$ cat src/rtl/frogger_car_mover.sv
// Frogger traffic generator: five cars in fixed lanes, each stepping one grid
// cell per lane-specific number of base ticks, wrapping at the playfield edges.
module frogger_car_mover #(
    parameter int TICK_DIV = 2500000,
    parameter int GRID_W   = 40
) (
    input  logic       i_Clk,
    input  logic       i_Rst,
    input  logic       i_Game_Active,
    input  logic [1:0] i_Level,
    output logic [5:0] o_Car_X_1,
    output logic [5:0] o_Car_X_2,
    output logic [5:0] o_Car_X_3,
    output logic [5:0] o_Car_X_4,
    output logic [5:0] o_Car_X_5,
    output logic [5:0] o_Car_Y_1,
    output logic [5:0] o_Car_Y_2,
    output logic [5:0] o_Car_Y_3,
    output logic [5:0] o_Car_Y_4,
    output logic [5:0] o_Car_Y_5,
    output logic       o_Step
);

    localparam int PRE_W = (TICK_DIV > 1) ? $clog2(TICK_DIV) : 1;
    localparam logic [PRE_W-1:0] PRE_MAX = PRE_W'(TICK_DIV - 1);
    localparam logic [5:0] X_MAX = 6'(GRID_W - 1);

    localparam logic [5:0] LANE_Y      [5] = '{6'd25, 6'd23, 6'd21, 6'd19, 6'd17};
    localparam logic [5:0] START_X     [5] = '{6'd0, 6'd10, 6'd20, 6'd30, 6'd5};
    localparam logic [2:0] LANE_PERIOD [5] = '{3'd4, 3'd3, 3'd6, 3'd2, 3'd5};
    localparam logic       LANE_DIR    [5] = '{1'b1, 1'b0, 1'b1, 1'b0, 1'b1};

    logic [PRE_W-1:0] prescaler;
    logic [2:0]       lane_cnt  [5];
    logic [5:0]       car_x     [5];
    logic [5:0]       next_x    [5];
    logic [2:0]       eff       [5];
    logic [2:0]       shifted;
    logic [4:0]       lane_term;
    logic [4:0]       lane_step;
    logic             base_tick;

    assign base_tick = (prescaler == PRE_MAX);

    always_comb begin
        lane_term = '0;
        lane_step = '0;
        shifted   = '0;
        for (int n = 0; n < 5; n++) begin
            shifted = LANE_PERIOD[n] >> i_Level;
            eff[n]  = (shifted == 3'd0) ? 3'd1 : shifted;
            // >= rather than == so a mid-count drop in period never overruns
            lane_term[n] = (lane_cnt[n] >= (eff[n] - 3'd1));
            lane_step[n] = base_tick && lane_term[n];
            if (LANE_DIR[n])
                next_x[n] = (car_x[n] == X_MAX) ? 6'd0 : car_x[n] + 6'd1;
            else
                next_x[n] = (car_x[n] == 6'd0) ? X_MAX : car_x[n] - 6'd1;
        end
    end

    always_ff @(posedge i_Clk or posedge i_Rst) begin
        if (i_Rst) begin
            prescaler <= '0;
            o_Step    <= 1'b0;
            for (int n = 0; n < 5; n++) begin
                lane_cnt[n] <= '0;
                car_x[n]    <= START_X[n];
            end
        end else if (!i_Game_Active) begin
            prescaler <= '0;
            o_Step    <= 1'b0;
            for (int n = 0; n < 5; n++) begin
                lane_cnt[n] <= '0;
                car_x[n]    <= START_X[n];
            end
        end else begin
            prescaler <= base_tick ? '0 : prescaler + 1'b1;
            o_Step    <= |lane_step;
            for (int n = 0; n < 5; n++) begin
                if (base_tick) begin
                    if (lane_term[n]) begin
                        car_x[n]    <= next_x[n];
                        lane_cnt[n] <= '0;
                    end else begin
                        lane_cnt[n] <= lane_cnt[n] + 3'd1;
                    end
                end
            end
        end
    end

    assign o_Car_X_1 = car_x[0];
    assign o_Car_X_2 = car_x[1];
    assign o_Car_X_3 = car_x[2];
    assign o_Car_X_4 = car_x[3];
    assign o_Car_X_5 = car_x[4];

    assign o_Car_Y_1 = LANE_Y[0];
    assign o_Car_Y_2 = LANE_Y[1];
    assign o_Car_Y_3 = LANE_Y[2];
    assign o_Car_Y_4 = LANE_Y[3];
    assign o_Car_Y_5 = LANE_Y[4];

endmodule
$ cat config.mk
export PLATFORM = sky130hd
export DESIGN_NAME = frogger_car_mover
export DESIGN_NICKNAME = d
export VERILOG_FILES = /design/src/rtl/frogger_car_mover.sv
export SDC_FILE = /design/constraint.sdc
export NUM_CORES = 1
export LEC_CHECK = 0
export BUFFER_PORTS_ARGS = -buffer_cell sky130_fd_sc_hd__buf_4
export CAP_MARGIN = 30
export CELL_PAD_IN_SITES_DETAIL_PLACEMENT = 1
export CELL_PAD_IN_SITES_GLOBAL_PLACEMENT = 1
export CORE_MARGIN = 10
export CORE_UTILIZATION = 30
export CTS_CLUSTER_SIZE = 14
export DETAILED_ROUTE_END_ITERATION = 7
export PLACE_DENSITY = 0.59
export SLEW_MARGIN = 0
export SYNTH_ARGS = -nofsm -noshare
export SYNTH_HDL_FRONTEND = slang
export SYNTH_SLANG_ARGS = --single-unit
$ cat constraint.sdc
create_clock -name i_Clk -period 2.5 [get_ports i_Clk]
set_clock_uncertainty 0.15 [all_clocks]
set_input_delay 0.5 -clock i_Clk [delete_from_list [all_inputs] [get_ports i_Clk]]
set_output_delay 0.5 -clock i_Clk [all_outputs]
set_load 0.03 [all_outputs]
# Word level (Yosys, flattened, before mapping)
# Index checks and enable logic that the tools add are counted.
[totals]
register_bits = 68
wordCells = 101
output_inout_bits = 61
input_bits = 5
[classes]
shift = 5
eq_ne = 10
n_addsub = 16
reduce_logical = 18
mux = 35
order_cmp = 5
[op_table]
columns = ["operator", "count"]
rows = [
  ["6-bit 2-to-1 mux", 15],
  ["3-bit 2-to-1 mux", 15],
  ["22-bit 2-to-1 mux", 2],
  ["30-bit 2-to-1 mux", 1],
  ["22-bit by 1-bit adder with 22-bit output (second input constant)", 1],
  ["22-bit equality test (second input constant)", 1],
  ["6-bit by 1-bit adder with 6-bit output (second input constant)", 3],
  ["6-bit equality test (second input constant)", 3],
  ["3-bit by 1-bit adder with 3-bit output (second input constant)", 5],
  ["3-bit greater-or-equal comparator", 5],
  ["3-bit logical NOT", 5],
  ["15-bit 2-to-1 mux", 1],
  ["3-bit by 1-bit subtractor with 3-bit output (second input constant)", 5],
  ["6-bit logical NOT", 2],
  ["2-bit by 1-bit != test with 1-bit output (second input constant)", 6],
  ["6-bit by 1-bit subtractor with 6-bit output (second input constant)", 2],
  ["2-bit AND reduction", 5],
  ["3-bit by 2-bit >> shifter with 3-bit output (first input constant)", 3],
  ["2-bit by 2-bit >> shifter with 3-bit output (first input constant)", 2],
  ["1-bit logical AND", 5],
  ["5-bit OR reduction", 1],
  ["1-bit 2-to-1 mux", 1],
]

# Logic depth before layout (Yosys ltp)
[logic_depth]
ltp_word = 8
mapped_depth = 9
depth_no_buf = 8

# Worst setup path before layout
# OpenSTA, ideal clock, no wires.
[synth_timing]
path_type = "input to register"
from = "input i_Level[1]"
to = "register car_x (netlist bit o_Car_X_1[3])"
cell_stages = 8
n_path_buf = 0
setup_ps = 134
setup_slack_ps = 39
required_ps = 2216
arrival_time_ps = 2177
path_cell_list = "or2_2 -> inv_1 -> ha_1 -> ha_1 -> a21o_1 -> a31oi_1 -> nor4_1 -> mux2i_1"
[synth_via]
elab_chain_len = 7
[synth_rtl]
columns = ["item", "line_no", "text"]
rows = [
  ["from (decl)", "10", "input logic [1:0] i_Level,"],
  ["3-bit by 2-bit >> shifter with 3-bit output *", "50", "shifted = LANE_PERIOD[n] >> i_Level;"],
  ["3-bit logical NOT", "51", "eff[n] = (shifted == 3'd0) ? 3'd1 : shifted;"],
  ["3-bit 2-to-1 mux *", "51", ""],
  ["3-bit by 1-bit subtractor with 3-bit output *", "53", "lane_term[n] = (lane_cnt[n] >= (eff[n] - 3'd1));"],
  ["3-bit greater-or-equal comparator *", "53", ""],
  ["2-bit by 1-bit != test with 1-bit output (no source line) *", "n/a", ""],
  ["2-bit AND reduction (no source line) *", "n/a", ""],
  ["to (signal, indexed assignment)", "68", "car_x[n] <= START_X[n];"],
  ["to (signal, indexed assignment)", "75", "car_x[n] <= START_X[n];"],
  ["to (signal, indexed assignment)", "83", "car_x[n] <= next_x[n];"],
  ["to (decl)", "35", "logic [5:0] car_x [5];"],
]
# Every way passes the cells marked *; elsewhere a longest branch is shown, timed or not.
# A chain may end at the register's enable or synchronous reset.

# Worst setup path after layout
[layout_timing]
from = "input i_Level[1]"
to = "register car_x (netlist bit o_Car_X_1[4])"
# Same word-level chain as after synthesis.

==> summary.txt <==
Route
  • Via count: 3786
  • Via density: 5.33
  • Drt initial violations: 177
  • DRC: 0
  • DRT Pass-1 Iters: 4
  • Antenna Violating Nets Remaining: 0
  • Routed WL: 12.3 mm
  • Wire per inst: 17.4 µm

Global routing
  • Met3 GRT Util: 0.0354
  • Global route hottest layer: met2
  • Vias in the first global route: 4058
  • Met2 usage: 0.221
  • First-pass GRT wire length: 20.8 mm
  • Largest net degree at the start of global routing: 69
  • Gr ovfl total: 0
  • GRT Total Usage: 0.125
  • Met1 Use GR: 0.142
  • Initial antenna violation count: 0

Power
  • Total power: 0.00262 W
  • Pleak: 2.27 nW
  • Power per cell area: 499 nW/µm²
  • Peak VDD IR: 0.299 mV

STA
  • Final Cycle Share: 0.934
  • RSZ-0062 raised after global routing: no
  • Slew Viols, Final: 0
  • Final min period: 2330 ps
  • Setup_tns: 0 ps
  • Maximum clock rate: 0.428 GHz
  • Worst Max-Slew Pin Slew: 538 ps
  • Final hold viol count: 0
  • Final setup fails: 0
  • Worst rel slew slack: 0.641

Floorplan
  • Die W: 142 µm
  • DIE AREA: 20200 µm²
  • Ports: 66
  • CORE AREA: 14500 µm²
  • # rows: 44
  • Die height: 142 µm
  • Initial core utilization: 0.307

Finish
  • Fillers: 1691
  • Final core utilization: 0.361
  • Layout Nets: 550
  • Area used by multi-input combinational logic: 2420 µm²
  • Ant diodes: 0
  • Fraction of layout cells with a size suffix above 1: 0.213
  • Area grow syn2layout: 17.5%
  • Reg area: 1710 µm²

Yosys
  • Most used flip-flop cell after synthesis: dfrtp_1
  • Seq/Total Area, Yosys: 0.384
  • Synthesis-stage register bit count: 68
  • Distinct cells, synth: 56
  • Synth Cell Area: 4460 µm²
  • Synth async-reset ratio: 1.00
  • Avg Inst Size Synth: 9.34 µm²
  • Post-synth EDFFs: 0
  • Post-synthesis instance total: 478
  • Yosys warnings: 0

Clock tree
  • CTS Hold Bufs: 0
  • H-tree Lvls: 3
  • Clock Pin Slew Worst Setup and Hold Paths: 50 ps
  • CTS root buf: clkbuf_16
  • CTS tree: built
  • CTS buffer count: 9
  • Latest clock arrival within the worst-skew pair: 340 ps
  • Post-CTS Setup Inserts: 0
  • Max Root-Sink Buffers: 2
  • Post_cts resized: 0
  • CTS Sinks: 68

Place
  • Port Buffers: 35
  • Dpl hpwl: 8.76 mm
  • GPL Wtd Cong: 0.771

Setup path
  • Worst Path Max Fanout: 7
  • CP Capture Type: flip-flop
  • WP data required: 2610 ps
  • Crit path DAT: 2450 ps
  • CP startpoint kind: primary input
  • Crit Path Class: primary input to flip-flop

Hold path
  • Hold WC Path Type: primary input to async pin

Run status
  • Outcome: completed

Run
  • Max cap viols: 0
==> layout make-up <==
cell class,count,share of cell area
clock buffers,14,0.0484
clock inverters,2,0.00668
inverters,18,0.0129
multi-input cells,361,0.462
flip-flops and latches,68,0.327
well taps,184,0.0439
repair buffers,63,0.0997
==> final timing paths <==
check,startpoint,to,slack [ps],cells past startpoint
setup / recovery,i_Level[1],o_Car_X_1[4],170,10
hold / removal,i_Rst,prescaler[14],90,3
setup reg to reg,prescaler[0],o_Car_X_4[4],210,6
hold reg to reg,prescaler[0],prescaler[0],370,1
max in group asynchronous,i_Rst,o_Car_X_2[3],1760,3
min in group i_Clk,prescaler[0],prescaler[0],370,1
==> flip-flops by register name, indices dropped and copies added, names as in the netlist <==
name,count
lane_cnt,15
o_Car_X_1,6
o_Car_X_2,6
o_Car_X_3,6
o_Car_X_4,6
o_Car_X_5,6
o_Step,1
prescaler,22
==> per-stage QoR <==
step	cell area, µm²	worst slack [ps]	cells	hold WS [ps]
finish	5250	165	710	89.6
global route	5250	49.3	710	129
CTS	5250	148	710	112
detailed placement	4960	-233	694	363
global placement	4960	-115	694	341
floorplan	4580	39.4	508	319
==> synthesized netlist by cell type (3+ instances only) <==
library cell / n / area share
o31ai_1: 12 / 0.020
buf_4: 31 / 0.052
buf_2: 7 / 0.0078
and4_1: 5 / 0.0098
mux2_2: 5 / 0.013
o211ai_1: 9 / 0.015
o22ai_1: 4 / 0.0056
a21oi_1: 23 / 0.026
xor2_1: 12 / 0.024
o41ai_1: 4 / 0.0078
or3_1: 8 / 0.011
nand3b_1: 5 / 0.0084
nand4_1: 22 / 0.031
clkbuf_1: 20 / 0.017
a31oi_1: 4 / 0.0056
dfstp_2: 10 / 0.059
nand3_1: 21 / 0.024
nand4b_1: 5 / 0.0098
o311ai_0: 3 / 0.0059
o21ai_0: 17 / 0.019
nor3_1: 3 / 0.0034
a31o_2: 3 / 0.0059
a21o_1: 3 / 0.0050
dfrtp_1: 58 / 0.33
nand2_1: 26 / 0.022
nor4b_1: 3 / 0.0059
nor4_1: 12 / 0.017
and3_1: 3 / 0.0042
mux2i_1: 10 / 0.022
or2_2: 6 / 0.0084
ha_1: 24 / 0.067
and2_1: 6 / 0.0084
nor2_1: 24 / 0.020
inv_1: 17 / 0.014
a211oi_1: 3 / 0.0050
or4_1: 6 / 0.010
nand2b_1: 17 / 0.024
==> layer usage <==
metal / wire (µm) / up-vias
met5: 0 / -
met4: 214 / 0
met3: 509 / 14
met2: 6290 / 55
li1: - / 1784
met1: 5330 / 1933
==> power breakdown <==
part	total, W	switching (W)	internal, W
Clock	0.00129	0.000485	0.000800
Sequential	0.00111	0.00000471	0.00111
Combinational	0.000220	0.000163	0.0000569
Total	0.00262	0.000653	0.00196
==> critical path, stage by stage <==
cell	delay [ps]
buf_4	110
or2_2	310
inv_1	90
ha_1	240
ha_1	320
a21o_1	140
a31oi_1	50
buf_4	170
nor4_1	300
mux2i_1	230
==> cell usage in the layout (no fill, tap or decap), drive strengths merged, types with 21 or more instances in the layout <==
master	Yosys	layout
buf	40	63
dfrtp	58	58
conb	2	32
nand2	26	26
nor2	24	24
ha	24	24
nand4	24	24
a21oi	23	23
nand3	21	21
==> logic make-up after synthesis <==
group | synth area share
multiplexers | 0.0350
AND/OR/NAND/NOR | 0.253
AO/OA/AOI/OAI | 0.135
buffers and inverters | 0.0987
XOR/XNOR | 0.0255
adder cells (fa/ha/maj) | 0.0673
other | 0.00168
flip-flops | 0.384
No activity file was read; power rests on OpenSTA's default activity.
